## config.mk

```make
export PLATFORM = sky130hd
export DESIGN_NAME = branch_ctrl
export DESIGN_NICKNAME = d
export VERILOG_FILES = /design/src/rtl/br_pkg.sv /design/src/rtl/br_funct_decode.sv /design/src/rtl/branch_ctrl.sv
export SDC_FILE = /design/constraint.sdc
export NUM_CORES = 1
export LEC_CHECK = 0
export CAP_MARGIN = 20
export CORE_ASPECT_RATIO = 0.75
export CORE_UTILIZATION = 40
export DETAILED_ROUTE_END_ITERATION = 10
export GPL_TIMING_DRIVEN = 1
export PLACE_DENSITY = 0.8
export SLEW_MARGIN = 20
export SYNTH_ARGS = -nofsm -noshare
export SYNTH_HDL_FRONTEND = slang
export SYNTH_SLANG_ARGS = --single-unit
```

## constraint.sdc

```tcl
create_clock -name clk_i -period 4.8 [get_ports clk_i]
set_clock_uncertainty 0.15 [all_clocks]
set_input_delay 0.72 -clock clk_i [delete_from_list [all_inputs] [get_ports clk_i]]
set_output_delay 0.72 -clock clk_i [all_outputs]
set_load 0.005 [all_outputs]
```

## src/rtl/br_pkg.sv

```systemverilog
// -----------------------------------------------------------------------------
// br_pkg
// Shared definitions for the branch controller: FSM state encoding, RISC-V
// B-type funct3 codes and the opcode set understood by the external
// comparison unit.
// -----------------------------------------------------------------------------
package br_pkg;

    typedef enum logic [1:0] {
        ST_IDLE     = 2'd0,
        ST_WAIT_OPS = 2'd1,
        ST_RESOLVE  = 2'd2,
        ST_FLUSH    = 2'd3
    } br_state_e;

    localparam logic [2:0] F3_BEQ  = 3'b000;
    localparam logic [2:0] F3_BNE  = 3'b001;
    localparam logic [2:0] F3_BLT  = 3'b100;
    localparam logic [2:0] F3_BGE  = 3'b101;
    localparam logic [2:0] F3_BLTU = 3'b110;
    localparam logic [2:0] F3_BGEU = 3'b111;

    typedef enum logic [3:0] {
        BR_OP_EQ      = 4'd0,
        BR_OP_NEQ     = 4'd1,
        BR_OP_ULT     = 4'd2,
        BR_OP_SLT     = 4'd3,
        BR_OP_UGE     = 4'd4,
        BR_OP_SGE     = 4'd5,
        BR_OP_ILLEGAL = 4'hF
    } br_op_e;

    function automatic logic br_op_is_legal(br_op_e op);
        return (op != BR_OP_ILLEGAL);
    endfunction

endpackage

```

## src/rtl/br_funct_decode.sv

```systemverilog
// -----------------------------------------------------------------------------
// br_funct_decode
// Combinational translation of a B-type funct3 into the comparison-unit opcode.
//   funct3_i  : B-type funct3 field
//   opcode_o  : comparison opcode (BR_OP_ILLEGAL for 010/011)
//   illegal_o : 1 when funct3 does not encode a branch
// -----------------------------------------------------------------------------
module br_funct_decode
    import br_pkg::*;
(
    input  logic [2:0] funct3_i,
    output br_op_e     opcode_o,
    output logic       illegal_o
);

    always_comb begin
        opcode_o = BR_OP_ILLEGAL;
        case (funct3_i)
            F3_BEQ:  opcode_o = BR_OP_EQ;
            F3_BNE:  opcode_o = BR_OP_NEQ;
            F3_BLT:  opcode_o = BR_OP_SLT;
            F3_BGE:  opcode_o = BR_OP_SGE;
            F3_BLTU: opcode_o = BR_OP_ULT;
            F3_BGEU: opcode_o = BR_OP_UGE;
            default: opcode_o = BR_OP_ILLEGAL;
        endcase
    end

    assign illegal_o = !br_op_is_legal(opcode_o);

endmodule

```

## src/rtl/branch_ctrl.sv

```systemverilog
// -----------------------------------------------------------------------------
// branch_ctrl
// EX-stage branch sequencer. Accepts one B-type branch at a time, waits for
// forwarded operands, drives a registered request to the external comparison
// unit, samples its taken result for one cycle, and on a taken branch issues a
// redirect pulse followed by a fixed-length pipeline flush. Keeps saturating
// counts of resolved and taken branches.
//
// Ports
//   clk_i, rst_n_i                 : clock, async active-low reset
//   br_valid_i / br_ready_o        : branch handshake (ready only in IDLE)
//   br_funct3_i, br_pc_i, br_imm_i : branch fields, latched at acceptance
//   ops_ready_i, op_a_i, op_b_i    : forwarded operands
//   bu_op_a_o, bu_op_b_o, bu_opcode_o : registered comparison-unit request
//   bu_branch_i                    : comparison-unit taken result
//   stall_o, flush_o, redirect_o, illegal_o : pipeline control
//   redirect_pc_o                  : branch target (pc + imm)
//   cnt_clr_i, taken_cnt_o, total_cnt_o : statistics
//
// state    | meaning
// ---------+-------------------------------------------------------------
// IDLE     | ready for a branch, pipeline runs freely
// WAIT_OPS | branch latched, stalling until forwarded operands are valid
// RESOLVE  | one cycle: comparison unit result sampled
// FLUSH    | taken branch: flush held for FLUSH_CYCLES cycles
// -----------------------------------------------------------------------------
module branch_ctrl
    import br_pkg::*;
#(
    parameter int unsigned FLUSH_CYCLES = 2,
    parameter int unsigned CNT_W        = 16
) (
    input  logic              clk_i,
    input  logic              rst_n_i,
    input  logic              br_valid_i,
    output logic              br_ready_o,
    input  logic [2:0]        br_funct3_i,
    input  logic [31:0]       br_pc_i,
    input  logic [31:0]       br_imm_i,
    input  logic              ops_ready_i,
    input  logic [31:0]       op_a_i,
    input  logic [31:0]       op_b_i,
    output logic [31:0]       bu_op_a_o,
    output logic [31:0]       bu_op_b_o,
    output logic [3:0]        bu_opcode_o,
    input  logic              bu_branch_i,
    output logic              stall_o,
    output logic              flush_o,
    output logic              redirect_o,
    output logic              illegal_o,
    output logic [31:0]       redirect_pc_o,
    input  logic              cnt_clr_i,
    output logic [CNT_W-1:0]  taken_cnt_o,
    output logic [CNT_W-1:0]  total_cnt_o
);

    localparam logic [3:0]       FLUSH_LOAD = 4'(FLUSH_CYCLES - 1);
    localparam logic [CNT_W-1:0] CNT_MAX    = {CNT_W{1'b1}};

    br_state_e        state_q;
    logic [3:0]       flush_cnt_q;
    logic [31:0]      pc_q;
    logic [31:0]      imm_q;
    logic [31:0]      op_a_q;
    logic [31:0]      op_b_q;
    br_op_e           opcode_q;
    logic             legal_q;
    logic             ready_q;
    logic             stall_q;
    logic             flush_q;
    logic             redirect_q;
    logic             illegal_q;
    logic [CNT_W-1:0] taken_cnt_q, taken_cnt_d;
    logic [CNT_W-1:0] total_cnt_q, total_cnt_d;

    br_op_e dec_opcode;
    logic   dec_illegal;
    logic   resolve_fire;
    logic   taken_fire;

    br_funct_decode u_decode (
        .funct3_i  (br_funct3_i),
        .opcode_o  (dec_opcode),
        .illegal_o (dec_illegal)
    );

    // Illegal funct3 never counts as taken, whatever the comparison unit says.
    assign resolve_fire = (state_q == ST_RESOLVE);
    assign taken_fire   = resolve_fire && legal_q && bu_branch_i;

    always_ff @(posedge clk_i or negedge rst_n_i) begin
        if (!rst_n_i) begin
            state_q     <= ST_IDLE;
            flush_cnt_q <= '0;
            pc_q        <= '0;
            imm_q       <= '0;
            op_a_q      <= '0;
            op_b_q      <= '0;
            opcode_q    <= BR_OP_EQ;
            legal_q     <= 1'b0;
            ready_q     <= 1'b1;
            stall_q     <= 1'b0;
            flush_q     <= 1'b0;
            redirect_q  <= 1'b0;
            illegal_q   <= 1'b0;
        end else begin
            // Single-cycle pulses default low.
            redirect_q <= 1'b0;
            illegal_q  <= 1'b0;
            case (state_q)
                ST_IDLE: begin
                    if (br_valid_i) begin
                        pc_q     <= br_pc_i;
                        imm_q    <= br_imm_i;
                        opcode_q <= dec_opcode;
                        legal_q  <= !dec_illegal;
                        ready_q  <= 1'b0;
                        stall_q  <= 1'b1;
                        state_q  <= ST_WAIT_OPS;
                    end
                end
                ST_WAIT_OPS: begin
                    if (ops_ready_i) begin
                        op_a_q    <= op_a_i;
                        op_b_q    <= op_b_i;
                        // Raised on entry so the pulse lines up with RESOLVE.
                        illegal_q <= !legal_q;
                        state_q   <= ST_RESOLVE;
                    end
                end
                ST_RESOLVE: begin
                    stall_q <= 1'b0;
                    if (legal_q && bu_branch_i) begin
                        flush_q     <= 1'b1;
                        redirect_q  <= 1'b1;
                        flush_cnt_q <= FLUSH_LOAD;
                        state_q     <= ST_FLUSH;
                    end else begin
                        ready_q <= 1'b1;
                        state_q <= ST_IDLE;
                    end
                end
                ST_FLUSH: begin
                    if (flush_cnt_q == 4'd0) begin
                        flush_q <= 1'b0;
                        ready_q <= 1'b1;
                        state_q <= ST_IDLE;
                    end else begin
                        flush_cnt_q <= flush_cnt_q - 4'd1;
                    end
                end
                default: begin
                    stall_q <= 1'b0;
                    flush_q <= 1'b0;
                    ready_q <= 1'b1;
                    state_q <= ST_IDLE;
                end
            endcase
        end
    end

    always_comb begin
        total_cnt_d = total_cnt_q;
        taken_cnt_d = taken_cnt_q;
        if (cnt_clr_i) begin
            total_cnt_d = '0;
            taken_cnt_d = '0;
        end else begin
            if (resolve_fire && total_cnt_q != CNT_MAX) begin
                total_cnt_d = total_cnt_q + CNT_W'(1);
            end
            if (taken_fire && taken_cnt_q != CNT_MAX) begin
                taken_cnt_d = taken_cnt_q + CNT_W'(1);
            end
        end
    end

    always_ff @(posedge clk_i or negedge rst_n_i) begin
        if (!rst_n_i) begin
            total_cnt_q <= '0;
            taken_cnt_q <= '0;
        end else begin
            total_cnt_q <= total_cnt_d;
            taken_cnt_q <= taken_cnt_d;
        end
    end

    assign br_ready_o    = ready_q;
    assign stall_o       = stall_q;
    assign flush_o       = flush_q;
    assign redirect_o    = redirect_q;
    assign illegal_o     = illegal_q;
    assign bu_op_a_o     = op_a_q;
    assign bu_op_b_o     = op_b_q;
    assign bu_opcode_o   = opcode_q;
    assign redirect_pc_o = pc_q + imm_q;
    assign taken_cnt_o   = taken_cnt_q;
    assign total_cnt_o   = total_cnt_q;

endmodule

```

==> results.md <==
* Max-cap violations at 0
* Vias in the first global route at 6623
* Drt drc at 0
* Flops & latches, synth at 176
* Async S/R FF share, synth at 100%
* Layout cells sized above 1 at about 18%
* Synth top area cells: dfrtp_1 51%, mux2_2 17%, ha_1 5.1%
* Least-Margin Pin Slew at 0.937 ns
* Vias at about 6.7k
* Top-Level Pins at 274
* Fin. Hold Viols at 0
* Final HPWL DP at 15.8 mm
* Lkg Pwr at 0.00509 µW
* Diode count at 0
* WP data arrival at 3.80 ns
* Crit path capture type: output port
* Clock buffer count from CTS at 17
* Synth Instances at 736
* Startpoint Class: flop
* Final min period at roughly 4.7 ns
* PortBufs at 273
* Min Hold Slack at 0.200 ns
* Period utilization at 97.4%
* Required time of the critical path at 3.93 ns
* Layout area overhead at 42.5%
* DRT iter0 DRCs at 285
* Drt first pass iters at 8
* Post-Syn Area at 8600 µm²
* Cell count after placement at between 1k and 1.5k
* Post-synth EDFFs at 0
* Fmax at 214 MHz
* Initial antenna violation count at 0
* Final setup vio count at 0
* Total Power at 9490 µW
* Synth top cells by count: 175 x dfrtp_1, 131 x mux2_2, 60 x nor2_1, 45 x nand2_1, 36 x xor2_1
* Core footprint at 21100 µm²
* DR WL/cell at 16.7 µm
* VDD IR max at 0.000319 V
* Deepest clock path buffer count at 2
* Power per standard cell area at between 700 and 800 nW/µm²
* GP Congestion at 0.901
* Starting Density at 40.7%
* Largest net degree at the start of global routing at just over 90
* Max-slew violation count at 0
* Fill cells at 1756
* Post-synth top area cell: dfrtp_1
* Clk sink count at ~180
* Die ar. at 22100 µm²
* Synth warn at 0
* DP Worst Slack at just under 0.5 ns
* Root Driver: clkbuf_16
* Relative slew slack at 37.5%
* Gr ovfl total at 0
* Syn Nets at 909
* Post-synth top area share at 50.9%
* H-tree depth at 4
* Worst Slack Setup Final at 0.126 ns
* Yosys cell types at 54
* Clock latency on the worst-skew pair at between 0.4 and 0.5 ns
* First-pass GRT wire length at 34.0 mm
* Total Wirelength at 21.7 mm
* Final std cells w/o fill at ~1.3k
* Crit-path max FO at 5
* Kind of critical path: reg -> out
* Status: finished clean
* Dominant synthesized flop cell: dfrtp_1
* Fin nets at 1174
* Hold WC Path Type: in -> async
* Die height at 129 µm
* Die Wd at 171 µm
* Post-synthesis sequential area ratio at 51.2%
* Tot GR Track Use at 19.8%
* Final core utilization at 58.0%
* Count leader, synth: dfrtp_1
* Worst-path clk slew at 0.08 ns
* Rows at 46
* Post-route ant nets at 0
* Vias/cell at 5.12
* CTS tree: done
* Post-synthesis area per instance at 11.7 µm²
==> what timing repair did <==
action | CTS | global route
buffers inserted | 0 | 3
hold buffers | 0 | 0
resized for setup | 1 | 3
pin swaps | 0 | 2
endpoints found under the setup margin | 1 | 5
==> cell usage in the layout, fill, tap and decap left out, drive strengths merged, types with 8 or more instances in the layout <==
master	Yosys	layout
mux2	131	131
inv	12	19
nand2	45	45
nand4	16	16
nor3	9	9
nor2	60	60
o21ai	27	27
nand3	24	24
xnor2	22	22
buf	1	8
ha	35	35
clkdlybuf4s50	0	271
a21oi	33	33
xor2	36	36
clkbuf	32	18
dfrtp	175	175
==> flip-flops by register name, indices dropped and copies added (netlist names) <==
signal	flops
bu_op_a_o	32
bu_op_b_o	32
imm_q	32
pc_q	32
taken_cnt_o	16
total_cnt_o	16
bu_opcode_o	4
flush_cnt_q	4
state_q	2
br_ready_o	1
flush_o	1
illegal_o	1
legal_q	1
redirect_o	1
stall_o	1
==> cells by family after synthesis <==
group	synth area share, %
flip-flops	51.2
multiplexers	17.5
AND/OR/NAND/NOR	9.59
buffers and inverters	1.98
XOR/XNOR	5.91
adder cells (fa/ha/maj)	5.33
AO/OA/AOI/OAI	8.45
==> metal layers <==
layer / share of wire [%] / wire (µm) / vias to the layer above / GRT usage (%)
li1: - / - / 3152 / -
met1: 43 / 9360 / 3269 / 25.2
met2: 46 / 10100 / 233 / 31.3
met3: 9.6 / 2090 / 17 / 8.21
met4: 0.90 / 195 / 0 / 4.52
met5: 0 / 0 / - / 0
==> critical path, cell delays in order (launching register included) <==
cell and delay (ns):
dfrtp_1 0.39, ha_2 0.21, fa_2 0.35, a21o_1 0.21
a221o_2 0.44, a2111oi_4 0.47, o21ai_2 0.11, a21o_1 0.21
a221o_1 0.31, xor2_1 0.16, clkdlybuf4s50_1 0.52
==> power by group <==
group / switching, µW / internal, µW / total [µW] / leakage, µW
logic: 2450 / 3180 / 5630 / 0.00264
registers: 358 / 2110 / 2470 / 0.00215
clock network: 679 / 716 / 1400 / 0.000294
total: 3490 / 6010 / 9490 / 0.00509
==> final timing paths <==
kind | slack, ns | startpoint | endpoint | cells past startpoint
worst min-delay path | 0.20 | rst_n_i | pc_q[8]$_DFFE_PN0P_ | 1
worst max-delay path | 0.13 | pc_q[0]$_DFFE_PN0P_ | redirect_pc_o[18] | 10
min in group clk_i | 0.32 | br_ready_o$_DFFE_PN1P_ | br_ready_o$_DFFE_PN1P_ | 2
max in group asynchronous | 3.33 | rst_n_i | bu_op_a_o[8]$_DFFE_PN0P_ | 2
worst min register to register | 0.32 | br_ready_o$_DFFE_PN1P_ | br_ready_o$_DFFE_PN1P_ | 2
worst max register to register | 2.35 | total_cnt_o[0]$_DFFE_PN0P_ | total_cnt_o[13]$_DFFE_PN0P_ | 8
==> stage by stage <==
step / TNS [ns] / cell area [µm²]
global placement: 0 / 11600
global route: -0.0554 / 12300
detailed placement: 0 / 11600
floorplan: 0 / 8600
CTS: 0 / 12200
finish: 0 / 12300
==> layout make-up <==
class                   count  area (µm²)  area share [%]
repair buffers            279        2800            22.8
inverters                  12        45.0           0.368
clock buffers              18         439            3.58
clock inverters            14         163            1.33
well taps                 288         360            2.94
multi-input cells         515        4040            33.0
flip-flops and latches    176        4410            36.0
Power figures use the tool's default switching activity.
